## config.mk

```make
export PLATFORM = sky130hd
export DESIGN_NAME = dram_port_arb_flat
export DESIGN_NICKNAME = d
export VERILOG_FILES = /design/src/rtl/dram_port_arb_if.sv /design/src/rtl/dram_port_arb.sv /design/src/flat_wrapper.sv
export SDC_FILE = /design/constraint.sdc
export NUM_CORES = 1
export LEC_CHECK = 0
export ABC_AREA = 1
export CAP_MARGIN = 10
export CORE_AREA = 2 2 105 107
export DETAILED_ROUTE_END_ITERATION = 6
export DIE_AREA = 0 0 107 109
export PLACE_DENSITY = 0.77
export SLEW_MARGIN = 10
export SYNTH_ARGS = -nofsm -noshare
export SYNTH_HDL_FRONTEND = slang
export SYNTH_SLANG_ARGS = --single-unit
```

## constraint.sdc

```tcl
create_clock -name clk -period 2 [get_ports clk]
set_input_delay 0.5 -clock clk [delete_from_list [all_inputs] [get_ports clk]]
set_output_delay 0.5 -clock clk [all_outputs]
set_load 0.005 [all_outputs]
```

## src/rtl/dram_port_arb_if.sv

```systemverilog
// rtl/dram_port_arb_if.sv - requester, RAM-side and status signals of the two-port DRAM arbiter
interface dram_port_arb_if #(
    parameter int DWIDTH = 15
) ();
    logic                req0_ren;
    logic                req0_wen;
    logic [DWIDTH+1:2]   req0_adr;
    logic [31:0]         req0_wdata;
    logic                req0_gnt;
    logic                req0_rvalid;
    logic [31:0]         req0_rdata;

    logic                req1_ren;
    logic                req1_wen;
    logic [DWIDTH+1:2]   req1_adr;
    logic [31:0]         req1_wdata;
    logic                req1_gnt;
    logic                req1_rvalid;
    logic [31:0]         req1_rdata;

    logic [DWIDTH+1:2]   ram_adr;
    logic [31:0]         ram_wdata;
    logic                ram_wen;
    logic                ram_ren;
    logic [31:0]         ram_rdata;

    logic                owner;
    logic                busy;
    logic [15:0]         stall_cnt;

    // Arbiter side
    modport slave (
        input  req0_ren, req0_wen, req0_adr, req0_wdata,
        output req0_gnt, req0_rvalid, req0_rdata,
        input  req1_ren, req1_wen, req1_adr, req1_wdata,
        output req1_gnt, req1_rvalid, req1_rdata,
        output ram_adr, ram_wdata, ram_wen, ram_ren,
        input  ram_rdata,
        output owner, busy, stall_cnt
    );

    // Requesters and RAM side
    modport master (
        output req0_ren, req0_wen, req0_adr, req0_wdata,
        input  req0_gnt, req0_rvalid, req0_rdata,
        output req1_ren, req1_wen, req1_adr, req1_wdata,
        input  req1_gnt, req1_rvalid, req1_rdata,
        input  ram_adr, ram_wdata, ram_wen, ram_ren,
        output ram_rdata,
        input  owner, busy, stall_cnt
    );
endinterface

```

## src/rtl/dram_port_arb.sv

```systemverilog
// rtl/dram_port_arb.sv - two-requester data RAM arbiter with burst-limited round robin
module dram_port_arb #(
    parameter int DWIDTH    = 15,
    parameter int MAX_BURST = 4
) (
    input  logic              clk,
    input  logic              rst,
    dram_port_arb_if.slave    bus
);
    typedef enum logic [1:0] {IDLE, OWN0, OWN1} state_t;

    localparam logic [2:0] MAX_B = 3'(MAX_BURST);

    state_t      state_q, state_d;
    logic [2:0]  cnt_q, cnt_d;
    logic        last_owner_q, last_owner_d;
    logic        rd_pend_q, rd_pend_d;
    logic        rd_own_q, rd_own_d;
    logic [15:0] stall_cnt_q, stall_cnt_d;

    logic        act0, act1;
    logic        gnt0, gnt1;
    logic        stall_inc;
    logic [DWIDTH+1:2] adr_mux;

    // Grant decision: a lone requester always wins; contention follows burst-limited round robin
    always_comb begin
        act0 = bus.req0_ren | bus.req0_wen;
        act1 = bus.req1_ren | bus.req1_wen;
        gnt0 = 1'b0;
        gnt1 = 1'b0;
        if (!rst) begin
            if (act0 && !act1) begin
                gnt0 = 1'b1;
            end else if (act1 && !act0) begin
                gnt1 = 1'b1;
            end else if (act0 && act1) begin
                case (state_q)
                    OWN0: begin
                        if (cnt_q < MAX_B) gnt0 = 1'b1;
                        else               gnt1 = 1'b1;
                    end
                    OWN1: begin
                        if (cnt_q < MAX_B) gnt1 = 1'b1;
                        else               gnt0 = 1'b1;
                    end
                    default: begin
                        if (last_owner_q) gnt0 = 1'b1;
                        else              gnt1 = 1'b1;
                    end
                endcase
            end
        end
    end

    // Next-state, burst counter, read tracking and stall accounting
    always_comb begin
        state_d      = state_q;
        cnt_d        = cnt_q;
        last_owner_d = last_owner_q;
        if (gnt0 || gnt1) begin
            state_d      = gnt1 ? OWN1 : OWN0;
            last_owner_d = gnt1;
            if (state_q == (gnt1 ? OWN1 : OWN0)) begin
                cnt_d = (cnt_q == 3'd7) ? 3'd7 : cnt_q + 3'd1;
            end else begin
                cnt_d = 3'd1;
            end
        end else begin
            state_d = IDLE;
            cnt_d   = 3'd0;
        end

        // A write wins over a simultaneous read, so such a request never produces rvalid
        rd_pend_d = (gnt0 & bus.req0_ren & ~bus.req0_wen) |
                    (gnt1 & bus.req1_ren & ~bus.req1_wen);
        rd_own_d  = rd_pend_d ? gnt1 : rd_own_q;

        stall_inc   = (act0 & ~gnt0) | (act1 & ~gnt1);
        stall_cnt_d = (stall_inc && stall_cnt_q != 16'hFFFF) ? stall_cnt_q + 16'd1 : stall_cnt_q;
    end

    // State registers
    always_ff @(posedge clk) begin
        if (rst) begin
            state_q      <= IDLE;
            cnt_q        <= 3'd0;
            last_owner_q <= 1'b1;
            rd_pend_q    <= 1'b0;
            rd_own_q     <= 1'b0;
            stall_cnt_q  <= 16'd0;
        end else begin
            state_q      <= state_d;
            cnt_q        <= cnt_d;
            last_owner_q <= last_owner_d;
            rd_pend_q    <= rd_pend_d;
            rd_own_q     <= rd_own_d;
            stall_cnt_q  <= stall_cnt_d;
        end
    end

    // RAM-side mux: requester 0 drives address/data whenever requester 1 is not granted
    always_comb begin
        adr_mux       = gnt1 ? bus.req1_adr : bus.req0_adr;
        bus.ram_adr   = adr_mux;
        bus.ram_wdata = gnt1 ? bus.req1_wdata : bus.req0_wdata;
        bus.ram_wen   = (gnt0 & bus.req0_wen) | (gnt1 & bus.req1_wen);
        bus.ram_ren   = (gnt0 & bus.req0_ren & ~bus.req0_wen) |
                        (gnt1 & bus.req1_ren & ~bus.req1_wen);
    end

    // Requester-side returns and status
    always_comb begin
        bus.req0_gnt    = gnt0;
        bus.req1_gnt    = gnt1;
        bus.req0_rvalid = rd_pend_q & ~rd_own_q & ~rst;
        bus.req1_rvalid = rd_pend_q &  rd_own_q & ~rst;
        bus.req0_rdata  = bus.ram_rdata;
        bus.req1_rdata  = bus.ram_rdata;
        bus.owner       = last_owner_q;
        bus.busy        = (state_q != IDLE);
        bus.stall_cnt   = stall_cnt_q;
    end
endmodule
```

## src/flat_wrapper.sv

```systemverilog
// flat-port wrapper written by rule: the top's interface ports become plain ports
module dram_port_arb_flat 
#(
    parameter int DWIDTH    = 15,
    parameter int MAX_BURST = 4
)
  (clk, rst, bus_req0_ren, bus_req0_wen, bus_req0_adr, bus_req0_wdata, bus_req0_gnt, bus_req0_rvalid, bus_req0_rdata, bus_req1_ren, bus_req1_wen, bus_req1_adr, bus_req1_wdata, bus_req1_gnt, bus_req1_rvalid, bus_req1_rdata, bus_ram_adr, bus_ram_wdata, bus_ram_wen, bus_ram_ren, bus_ram_rdata, bus_owner, bus_busy, bus_stall_cnt);
  dram_port_arb_if #(.DWIDTH(DWIDTH)) bus_i ();
  input  logic clk;
  input  logic rst;
  input wire logic [$bits(bus_i.req0_ren)-1:0] bus_req0_ren;
  input wire logic [$bits(bus_i.req0_wen)-1:0] bus_req0_wen;
  input wire logic [$bits(bus_i.req0_adr)-1:0] bus_req0_adr;
  input wire logic [$bits(bus_i.req0_wdata)-1:0] bus_req0_wdata;
  output wire logic [$bits(bus_i.req0_gnt)-1:0] bus_req0_gnt;
  output wire logic [$bits(bus_i.req0_rvalid)-1:0] bus_req0_rvalid;
  output wire logic [$bits(bus_i.req0_rdata)-1:0] bus_req0_rdata;
  input wire logic [$bits(bus_i.req1_ren)-1:0] bus_req1_ren;
  input wire logic [$bits(bus_i.req1_wen)-1:0] bus_req1_wen;
  input wire logic [$bits(bus_i.req1_adr)-1:0] bus_req1_adr;
  input wire logic [$bits(bus_i.req1_wdata)-1:0] bus_req1_wdata;
  output wire logic [$bits(bus_i.req1_gnt)-1:0] bus_req1_gnt;
  output wire logic [$bits(bus_i.req1_rvalid)-1:0] bus_req1_rvalid;
  output wire logic [$bits(bus_i.req1_rdata)-1:0] bus_req1_rdata;
  output wire logic [$bits(bus_i.ram_adr)-1:0] bus_ram_adr;
  output wire logic [$bits(bus_i.ram_wdata)-1:0] bus_ram_wdata;
  output wire logic [$bits(bus_i.ram_wen)-1:0] bus_ram_wen;
  output wire logic [$bits(bus_i.ram_ren)-1:0] bus_ram_ren;
  input wire logic [$bits(bus_i.ram_rdata)-1:0] bus_ram_rdata;
  output wire logic [$bits(bus_i.owner)-1:0] bus_owner;
  output wire logic [$bits(bus_i.busy)-1:0] bus_busy;
  output wire logic [$bits(bus_i.stall_cnt)-1:0] bus_stall_cnt;
  assign bus_i.req0_ren = bus_req0_ren;
  assign bus_i.req0_wen = bus_req0_wen;
  assign bus_i.req0_adr = bus_req0_adr;
  assign bus_i.req0_wdata = bus_req0_wdata;
  assign bus_req0_gnt = bus_i.req0_gnt;
  assign bus_req0_rvalid = bus_i.req0_rvalid;
  assign bus_req0_rdata = bus_i.req0_rdata;
  assign bus_i.req1_ren = bus_req1_ren;
  assign bus_i.req1_wen = bus_req1_wen;
  assign bus_i.req1_adr = bus_req1_adr;
  assign bus_i.req1_wdata = bus_req1_wdata;
  assign bus_req1_gnt = bus_i.req1_gnt;
  assign bus_req1_rvalid = bus_i.req1_rvalid;
  assign bus_req1_rdata = bus_i.req1_rdata;
  assign bus_ram_adr = bus_i.ram_adr;
  assign bus_ram_wdata = bus_i.ram_wdata;
  assign bus_ram_wen = bus_i.ram_wen;
  assign bus_ram_ren = bus_i.ram_ren;
  assign bus_i.ram_rdata = bus_ram_rdata;
  assign bus_owner = bus_i.owner;
  assign bus_busy = bus_i.busy;
  assign bus_stall_cnt = bus_i.stall_cnt;
  dram_port_arb #(.DWIDTH(DWIDTH), .MAX_BURST(MAX_BURST)) u_core (.clk(clk), .rst(rst), .bus(bus_i));
endmodule
```

# --- Word-level counts from Yosys, hierarchy flattened ---
# Index checks and enable logic that the tools add are counted.
# W data, S select, Z words.
word_totals:
  word_cells: 69
  output_inout_bits: 135
  ff_bits: 24
  in_bits: 132
classes:
  muxes: 19
  addsub: 2
  bitwise_logic: 25
  order_cmp: 1
  n_reduce_logical: 10
  eq_ne: 5
ops:
  columns: ["cell", "count"]
  rows:
  - ["$mux W32", 1]
  - ["$add A16 B1 Y16 const B", 1]
  - ["$ne A16 B16 Y1 const B", 1]
  - ["$mux W15", 1]
  - ["$mux W1", 13]
  - ["$and A1 B1 Y1", 12]
  - ["$not A1 Y1", 8]
  - ["$or A1 B1 Y1", 5]
  - ["$logic_and A1 B1 Y1", 4]
  - ["$pmux W1 S2", 2]
  - ["$add A3 B1 Y3 const B", 1]
  - ["$eq A3 B3 Y1 const B", 1]
  - ["$lt A3 B3 Y1 const B", 1]
  - ["$mux W3", 1]
  - ["$reduce_or A3 Y1", 1]
  - ["$eq A2 B1 Y1 const B", 1]
  - ["$eq A2 B2 Y1", 1]
  - ["$eq A2 B2 Y1 const B", 1]
  - ["$logic_not A1 Y1", 2]
  - ["$mux W2", 1]
  - ["$reduce_bool A2 Y1", 1]
  - ["$reduce_or A2 Y1", 1]
  - ["$logic_or A1 B1 Y1", 1]

# --- Longest topological paths before layout ---
# Gate-level depths: netlist of run 1.
depth:
  word_depth: 11
  mapped_depth: 13
  depth_no_buf: 12

# --- Least setup slack after synthesis of run 1 ---
# Ideal clock, no wire load.
synth_timing:
  kind: "reg-to-output"
  start: "register u_core.state_q[0]"
  end: "output port bus_ram_adr[10]"
  path_buffers: 1
  t_required_ns: 1.500
  arrival_time_ns: 1.446
  path_slack_ns: 0.054
  stages_incl_launch_ff: 10
  path_cell_list: "dfxtp_1 -> inv_1 -> ha_1 -> nor2_1 -> nor2_1 -> nand2_1 -> nand3_2 -> clkbuf_1 -> nand2_1 -> nand2_1"
synth_via:
  elab_chain_cells: 7
  elab_cells_between_ends: 8
  classes_between: "eq/ne: 2; mux: 6"
synth_lines:
  columns: ["element", "line", "rtl"]
  rows:
  - ["start, declared", "dram_port_arb.sv:14", "state_t state_q, state_d;"]
  - ["start signal, assigned", "dram_port_arb.sv:93", "state_q <= state_d;"]
  - ["$eq A2 B2 Y1 / $eq A2 B1 Y1 (equally long branches)", "dram_port_arb.sv:38", "case (state_q)"]
  - ["$pmux W1 S2 *", "dram_port_arb.sv:38", null]
  - ["$mux W1 *", "dram_port_arb.sv:37", "end else if (act0 && act1) begin"]
  - ["$mux W1 *", "dram_port_arb.sv:35", "end else if (act1 && !act0) begin"]
  - ["$mux W1 *", "dram_port_arb.sv:33", "if (act0 && !act1) begin"]
  - ["$mux W1 *", "dram_port_arb.sv:32", "if (!rst) begin"]
  - ["$mux W15 *", "dram_port_arb.sv:104", "adr_mux = gnt1 ? bus.req1_adr : bus.req0_adr;"]
  - ["end, declared", "flat_wrapper.sv:25", "output wire logic [$bits(bus_i.ram_adr)-1:0] bus_ram_adr;"]
# Mark *: on every way between the ends. The rest lies on a longest branch, timed or not.

# --- Worst setup path in the final report of run 1 ---
layout_timing:
  start: "register u_core.state_q[1]"
  end: "output port bus_ram_adr[0]"
# The elaborated chain is that of the path after synthesis.

==> flow_summary.json, run 1 <==
{
  "n_antenna_cell": 0,
  "powerDensity_mw_per_mm2": 556,
  "drt_wl_total_um": 11900,
  "fin_area_mm2": 0.00499,
  "crit_path_end_kind": "primary output",
  "period_minus_slack_ns": 2.63,
  "path_cells": "inv_2, ha_4, nor2_4, nor2_4, nand2_2, nand3_4, buf_6, clkinv_8, buf_16, buf_8, buf_6, nand2_2, nand2_1, buf_2",
  "synth_area_mm2": 0.00258,
  "placed_cells": 688,
  "place_worst_setup_slack_ns": -0.858,
  "synthAdderAreaFrac": 0.0242,
  "fmax_mhz": 380,
  "synth-seq-cells": 24,
  "setup_viol": 71,
  "use_met1": 0.200,
  "numPortBuffers": 170,
  "crit_slowest_cell": "dfxtp_2",
  "rsz0062_at_grt": "yes",
  "syn2layout_area_growth_pct": 93.2,
  "start_util": 0.244,
  "synthMuxAreaShare": 0,
  "clockBufferDepth": 2,
  "relSlewSlack": 0.687,
  "synth_warnings": 0,
  "synthSimpleGateAreaFrac": 0.448,
  "gr-total-overflow": 0,
  "fp.coreArea_mm2": 0.0106,
  "setup.worst_path.class": "flip-flop to primary output",
  "drc": 0,
  "hold_class": "flip-flop to flip-flop",
  "stdcell_count": 736,
  "antenna_found_initial": 0,
  "path_clk_slew_ns": 0.09,
  "synthCells": 432,
  "die_x_um": 107,
  "gp_congestion": 0.849,
  "die_y_um": 109,
  "dieArea_mm2": 0.0117,
  "leakagePower_nw": 2.33,
  "seq_area_frac_synth": 0.186,
  "ant_nets": 0,
  "ir_worst_vdd_v": 0.000371,
  "critPathLaunchType": "flip-flop",
  "cts-htree-levels": 1,
  "grt_max_degree": 18,
  "fin_hold_ws_ns": 0.514,
  "drv_slew": 0,
  "violations": "negative setup slack",
  "fin_util": 0.470,
  "num-nets-final": 734,
  "crit_buf_inv": 7,
  "arrival_ns": 2.13,
  "syn-num-nets": 569,
  "grt_pass1_wl_um": 17100,
  "clkSinkCount": 24,
  "yosysUniqueCellTypes": 28,
  "clock_latency_ns": 0.27,
  "grt_usage": 0.188,
  "path_delay_family": "buffers and inverters",
  "min_period_over_period": 1.32,
  "worst-slew-pin-transition_ns": 0.466,
  "wire_per_inst_um": 16.2,
  "root_buffer": "clkbuf_8",
  "grt_pass1_vias": 3216,
  "status": "finished with violations",
  "drive_gt1_frac": 0.426,
  "fin_ws_ns": -0.631,
  "synth_top_family_by_area": "simple AND/OR/NAND/NOR gates",
  "clock_skew_ns": 0.00350,
  "total_power_mw": 2.77,
  "hold_viol": 0,
  "finalSetupTns_ns": -28.99,
  "vias_per_cell": 4.47,
  "hpwl_um": 7540,
  "core.rowCount": 38,
  "placed_area_mm2": 0.00411,
  "drtIter0Drc": 75,
  "busiest_layer": "met2",
  "dr.pass1.iters": 4,
  "synth-xor-area-share": 0.0237,
  "synth.avg_cell_area_um2": 5.98,
  "gr-usage-met3": 0.0520,
  "critPathMaxStageDelay_ns": 0.36,
  "use_met2": 0.366,
  "ioPinCount": 267,
  "synth-compound-area-share": 0.0596,
  "cap_violations": 0,
  "critPathRequiredTime_ns": 1.50,
  "crit_fanout": 6,
  "cts_buffers": 3,
  "cts_tree": "yes",
  "cts-hold-fix-buffers": 0,
  "vias": 3287
}
==> synth_stat cells <==
cell	number	share of area
nand4_1	3	0.0073
nor2_4	1	0.0044
nand2_1	191	0.28
inv_1	22	0.032
buf_4	65	0.19
nand3_4	1	0.0068
o21ai_0	4	0.0078
buf_2	8	0.016
nand3_2	1	0.0039
buf_12	1	0.0078
inv_2	5	0.0073
clkbuf_1	4	0.0058
o21ai_1	1	0.0019
a21oi_1	7	0.014
o22ai_1	1	0.0024
nand3b_1	3	0.0087
ha_1	5	0.024
nand2_2	13	0.031
xor2_1	7	0.024
a21oi_2	10	0.034
nor3_2	1	0.0039
dfxtp_1	24	0.19
nor3_1	3	0.0058
nand3_1	24	0.047
buf_1	1	0.0015
nor2_1	22	0.032
nor3_4	1	0.0063
nand2_4	3	0.013
==> state kept, by name, summed over array words and instances (netlist names) <==
signal and cells:
u_core.bus.stall_cnt 16, u_core.bus.owner 1, u_core.rd_own_q 1, u_core.rd_pend_q 1, u_core.cnt_q 3, u_core.state_q 2
==> what timing repair did <==
item	4_1_cts	5_1_grt
pin swaps	21	22
resized for setup	312	68
setup endpoints to repair	54	72
cloned	8	3
setup buffers	34	10
==> layout make-up <==
cell class | instances | area, µm²
Multi-Input combinational cell | 303 | 1830
Inverter | 27 | 114
Sequential cell | 24 | 483
Timing Repair Buffer | 238 | 2340
Fill cell | 1028 | 5610
Tap cell | 140 | 175
Clock buffer | 4 | 55.1
==> worst min-delay path: cells and delay by family (launching register included) <==
kind	cells	cell delay [ns]
flops	1	0.33
simple gates	2	0.15
==> cells by family after synthesis <==
| logic type | Yosys count |
|---|---|
| buffers and inverters | 106 |
| AND/OR/NAND/NOR | 267 |
| flip-flops | 24 |
| adder cells (fa/ha/maj) | 5 |
| AO/OA/AOI/OAI | 23 |
| XOR/XNOR | 7 |
==> per-layer routing <==
metal	routed length (µm)	share of wire
met5	0	0
met4	216	0.018
met3	813	0.068
met2	6570	0.55
met1	4330	0.36
==> final timing paths <==
kind,from,end,slack (ns),cells past startpoint
worst max-delay path,u_core.state_q[1],bus_ram_adr[0],-0.63,14
worst min-delay path,u_core.rd_own_q,u_core.rd_own_q,0.51,2
worst max register to register,u_core.state_q[1],u_core.rd_own_q,-0.49,19
worst min register to register,u_core.rd_own_q,u_core.rd_own_q,0.51,2
==> placed cells by master, fill, tap and decap left out, types with 14 or more instances in the layout <==
master and n:
buf_6 29, buf_2 38, buf_4 29, inv_1 15, nand2_2 67, nor2_1 19
clkdlybuf4s50_1 112, dfxtp_1 22, nand3_1 14, nand2_1 126
==> power by group <==
part	internal, mW	switching [mW]	total (mW)
Combinational	1.04	0.835	1.87
Sequential	0.520	0.0355	0.556
Clock	0.176	0.169	0.345
Power figures use the tool's default switching activity.
==> run 2: changes to the inputs <==
==> constraint.sdc (replaced) <==
create_clock -name clk -period 2 [get_ports clk]
set_input_delay 0.5 -clock clk [delete_from_list [all_inputs] [get_ports clk]]
set_output_delay 0.5 -clock clk [all_outputs]
set_load 0.01 [all_outputs]
==> run 2 against run 1 <==
The run still ends with negative setup slack left; register-to-register slack better by 0.56 ns; highest routed layer unchanged; largest cell class unchanged; count of clock-buffer cells in the layout decreased by 1; sequential power is 0.9% lower.
==> flow_summary.json, run 2 (same netlist as run 1, synthesis figures left out) <==
{
  "min_path_cells": 2,
  "arrival_ns": 1.95,
  "grt_pass1_vias": 2977,
  "vias_per_cell": 4.36,
  "cap_violations": 0,
  "reg2regPathDepth": 14,
  "vias": 3119,
  "final_cell_mix": "113 x nand2_1, 111 x clkdlybuf4s50_1, 71 x nand2_2",
  "syn2layout_area_growth_pct": 90.0,
  "p_seq_frac": 0.193,
  "leakagePower_nw": 2.28,
  "cts-hold-fix-buffers": 0,
  "r2r_slack_ns": 0.07,
  "drc": 0,
  "drv_slew": 0,
  "period_minus_slack_ns": 2.45,
  "path_clk_slew_ns": 0.09,
  "power_frac_comb": 0.652,
  "die_y_um": 109,
  "core.rowCount": 38,
  "cts-htree-levels": 1,
  "hold_class": "flip-flop to flip-flop",
  "clockBufferDepth": 2,
  "relSlewSlack": 0.672,
  "root_buffer": "clkbuf_8",
  "drive_gt1_frac": 0.417,
  "drtIter0Drc": 99,
  "num-nets-final": 714,
  "crit_fanout": 8,
  "sw_frac_of_total": 0.377,
  "wire_per_inst_um": 15.3,
  "critPathLaunchType": "flip-flop",
  "power.share.clock": 0.155,
  "p_switching_mw": 1.07,
  "violations": "negative setup slack",
  "critPathRequiredTime_ns": 1.50,
  "dieArea_mm2": 0.0117,
  "internal-power_mw": 1.78,
  "setup.worst_path.class": "flip-flop to primary output",
  "drt_wl_total_um": 11000,
  "fp.coreArea_mm2": 0.0106,
  "dr.pass1.iters": 4,
  "hpwl_um": 7370,
  "grt_max_degree": 17,
  "gp_congestion": 0.850,
  "clkSinkCount": 24,
  "cts_tree": "yes",
  "ant_nets": 0,
  "hold_viol": 0,
  "numPortBuffers": 170,
  "status": "finished with violations",
  "place_worst_setup_slack_ns": -0.896,
  "largest_reg_flops": 16,
  "fmax_mhz": 408,
  "die_x_um": 107,
  "total_power_mw": 2.85,
  "ioPinCount": 267,
  "worst-slew-pin-transition_ns": 0.488,
  "final_common_cell": "nand2_1",
  "start_util": 0.244,
  "setup_viol": 51,
  "ir_worst_vdd_v": 0.000244,
  "rsz0062_at_grt": "yes",
  "powerDensity_mw_per_mm2": 582,
  "cts_buffers": 3,
  "crit_path_end_kind": "primary output",
  "min_period_over_period": 1.23,
  "grt_usage": 0.174,
  "clock_latency_ns": 0.28,
  "n_antenna_cell": 0,
  "fin_ws_ns": -0.452,
  "grt_pass1_wl_um": 15600,
  "antenna_found_initial": 0,
  "clock_skew_ns": 0.00304,
  "gr-total-overflow": 0
}
[run 2: cell type report]
cell class	instances	area (µm²)
Fill cell	992	5700
Timing Repair Buffer	218	2220
Multi-Input combinational cell	303	1840
Sequential cell	24	483
Tap cell	140	175
Inverter	27	114
Clock buffer	3	41.3
Clock inverter	1	30.0
[run 2: repair_timing]
| action | 4_1_cts | 5_1_grt |
|---|---|---|
| cloned | 8 | 2 |
| hold endpoints to repair | 0 | 0 |
| buffers inserted | 13 | 6 |
| pin swaps | 16 | 29 |
| gates resized for setup | 301 | 84 |
| setup endpoints to repair | 54 | 58 |
[run 2: critical path, stage by stage (launching register included)]
cell and delay (ns):
dfxtp_2 0.34, inv_2 0.05, ha_4 0.29, nor2_4 0.03
nor2_2 0.11, nand2_2 0.09, nand3_4 0.09, buf_12 0.12
inv_12 0.04, buf_8 0.12, buf_16 0.14, nand2_1 0.05
nand2_1 0.04, buf_2 0.13
[run 2: worst paths after layout]
path,start,end
worst max-delay path,u_core.state_q[1],bus_ram_wdata[25]
worst min register to register,u_core.bus.stall_cnt[15],u_core.bus.stall_cnt[15]
worst max register to register,u_core.state_q[1],u_core.bus.stall_cnt[7]
worst min-delay path,u_core.bus.stall_cnt[15],u_core.bus.stall_cnt[15]
[run 2: power by group through the flow]
stage	registers [mW]	logic [mW]	clock network (mW)
6_report	0.551	1.86	0.442
5_1_grt	0.558	1.99	0.470
4_1_cts	0.548	1.64	0.452
3_5_place_dp	0.555	1.34	0
3_3_place_gp	0.555	1.34	0
2_1_floorplan	0.564	0.674	0
[run 2: per-stage QoR]
| step | hold WS (ns) | util | cell area [µm²] | setup TNS (ns) | instances |
|---|---|---|---|---|---|
| 6_report | 0.501 | 0.463 | 4910 | -20.50 | 716 |
| 5_1_grt | 0.540 | 0.463 | 4910 | -25.07 | 716 |
| 4_1_cts | 0.505 | 0.427 | 4530 | -20.97 | 711 |
| 3_5_place_dp | 0.492 | 0.387 | 4100 | -46.09 | 686 |
| 3_3_place_gp | 0.489 | 0.387 | 4100 | -43.26 | 686 |
| 2_1_floorplan | 0.474 | - | 2580 | 0 | 432 |
[run 2: per-layer routing]
layer | part of all wire | vias up | routed length, µm | global-route usage
met5 | 0 | - | 0 | 0
met3 | 0.080 | 19 | 880 | 0.0616
met2 | 0.53 | 151 | 5770 | 0.326
met4 | 0.017 | 0 | 186 | 0.0362
li1 | - | 1565 | - | -
met1 | 0.38 | 1384 | 4150 | 0.189
==> run 3: changes to the inputs <==
--- a/config.mk
+++ b/config.mk
@@ -8,6 +8,7 @@
 export ABC_AREA = 1
 export CAP_MARGIN = 10
 export CORE_AREA = 2 2 105 107
+export CTS_CLUSTER_SIZE = 25
 export DETAILED_ROUTE_END_ITERATION = 6
 export DIE_AREA = 0 0 107 109
 export PLACE_DENSITY = 0.77
==> results of run 3 <==
No change in the layout: final DEF, timing and power equal those of run 2.
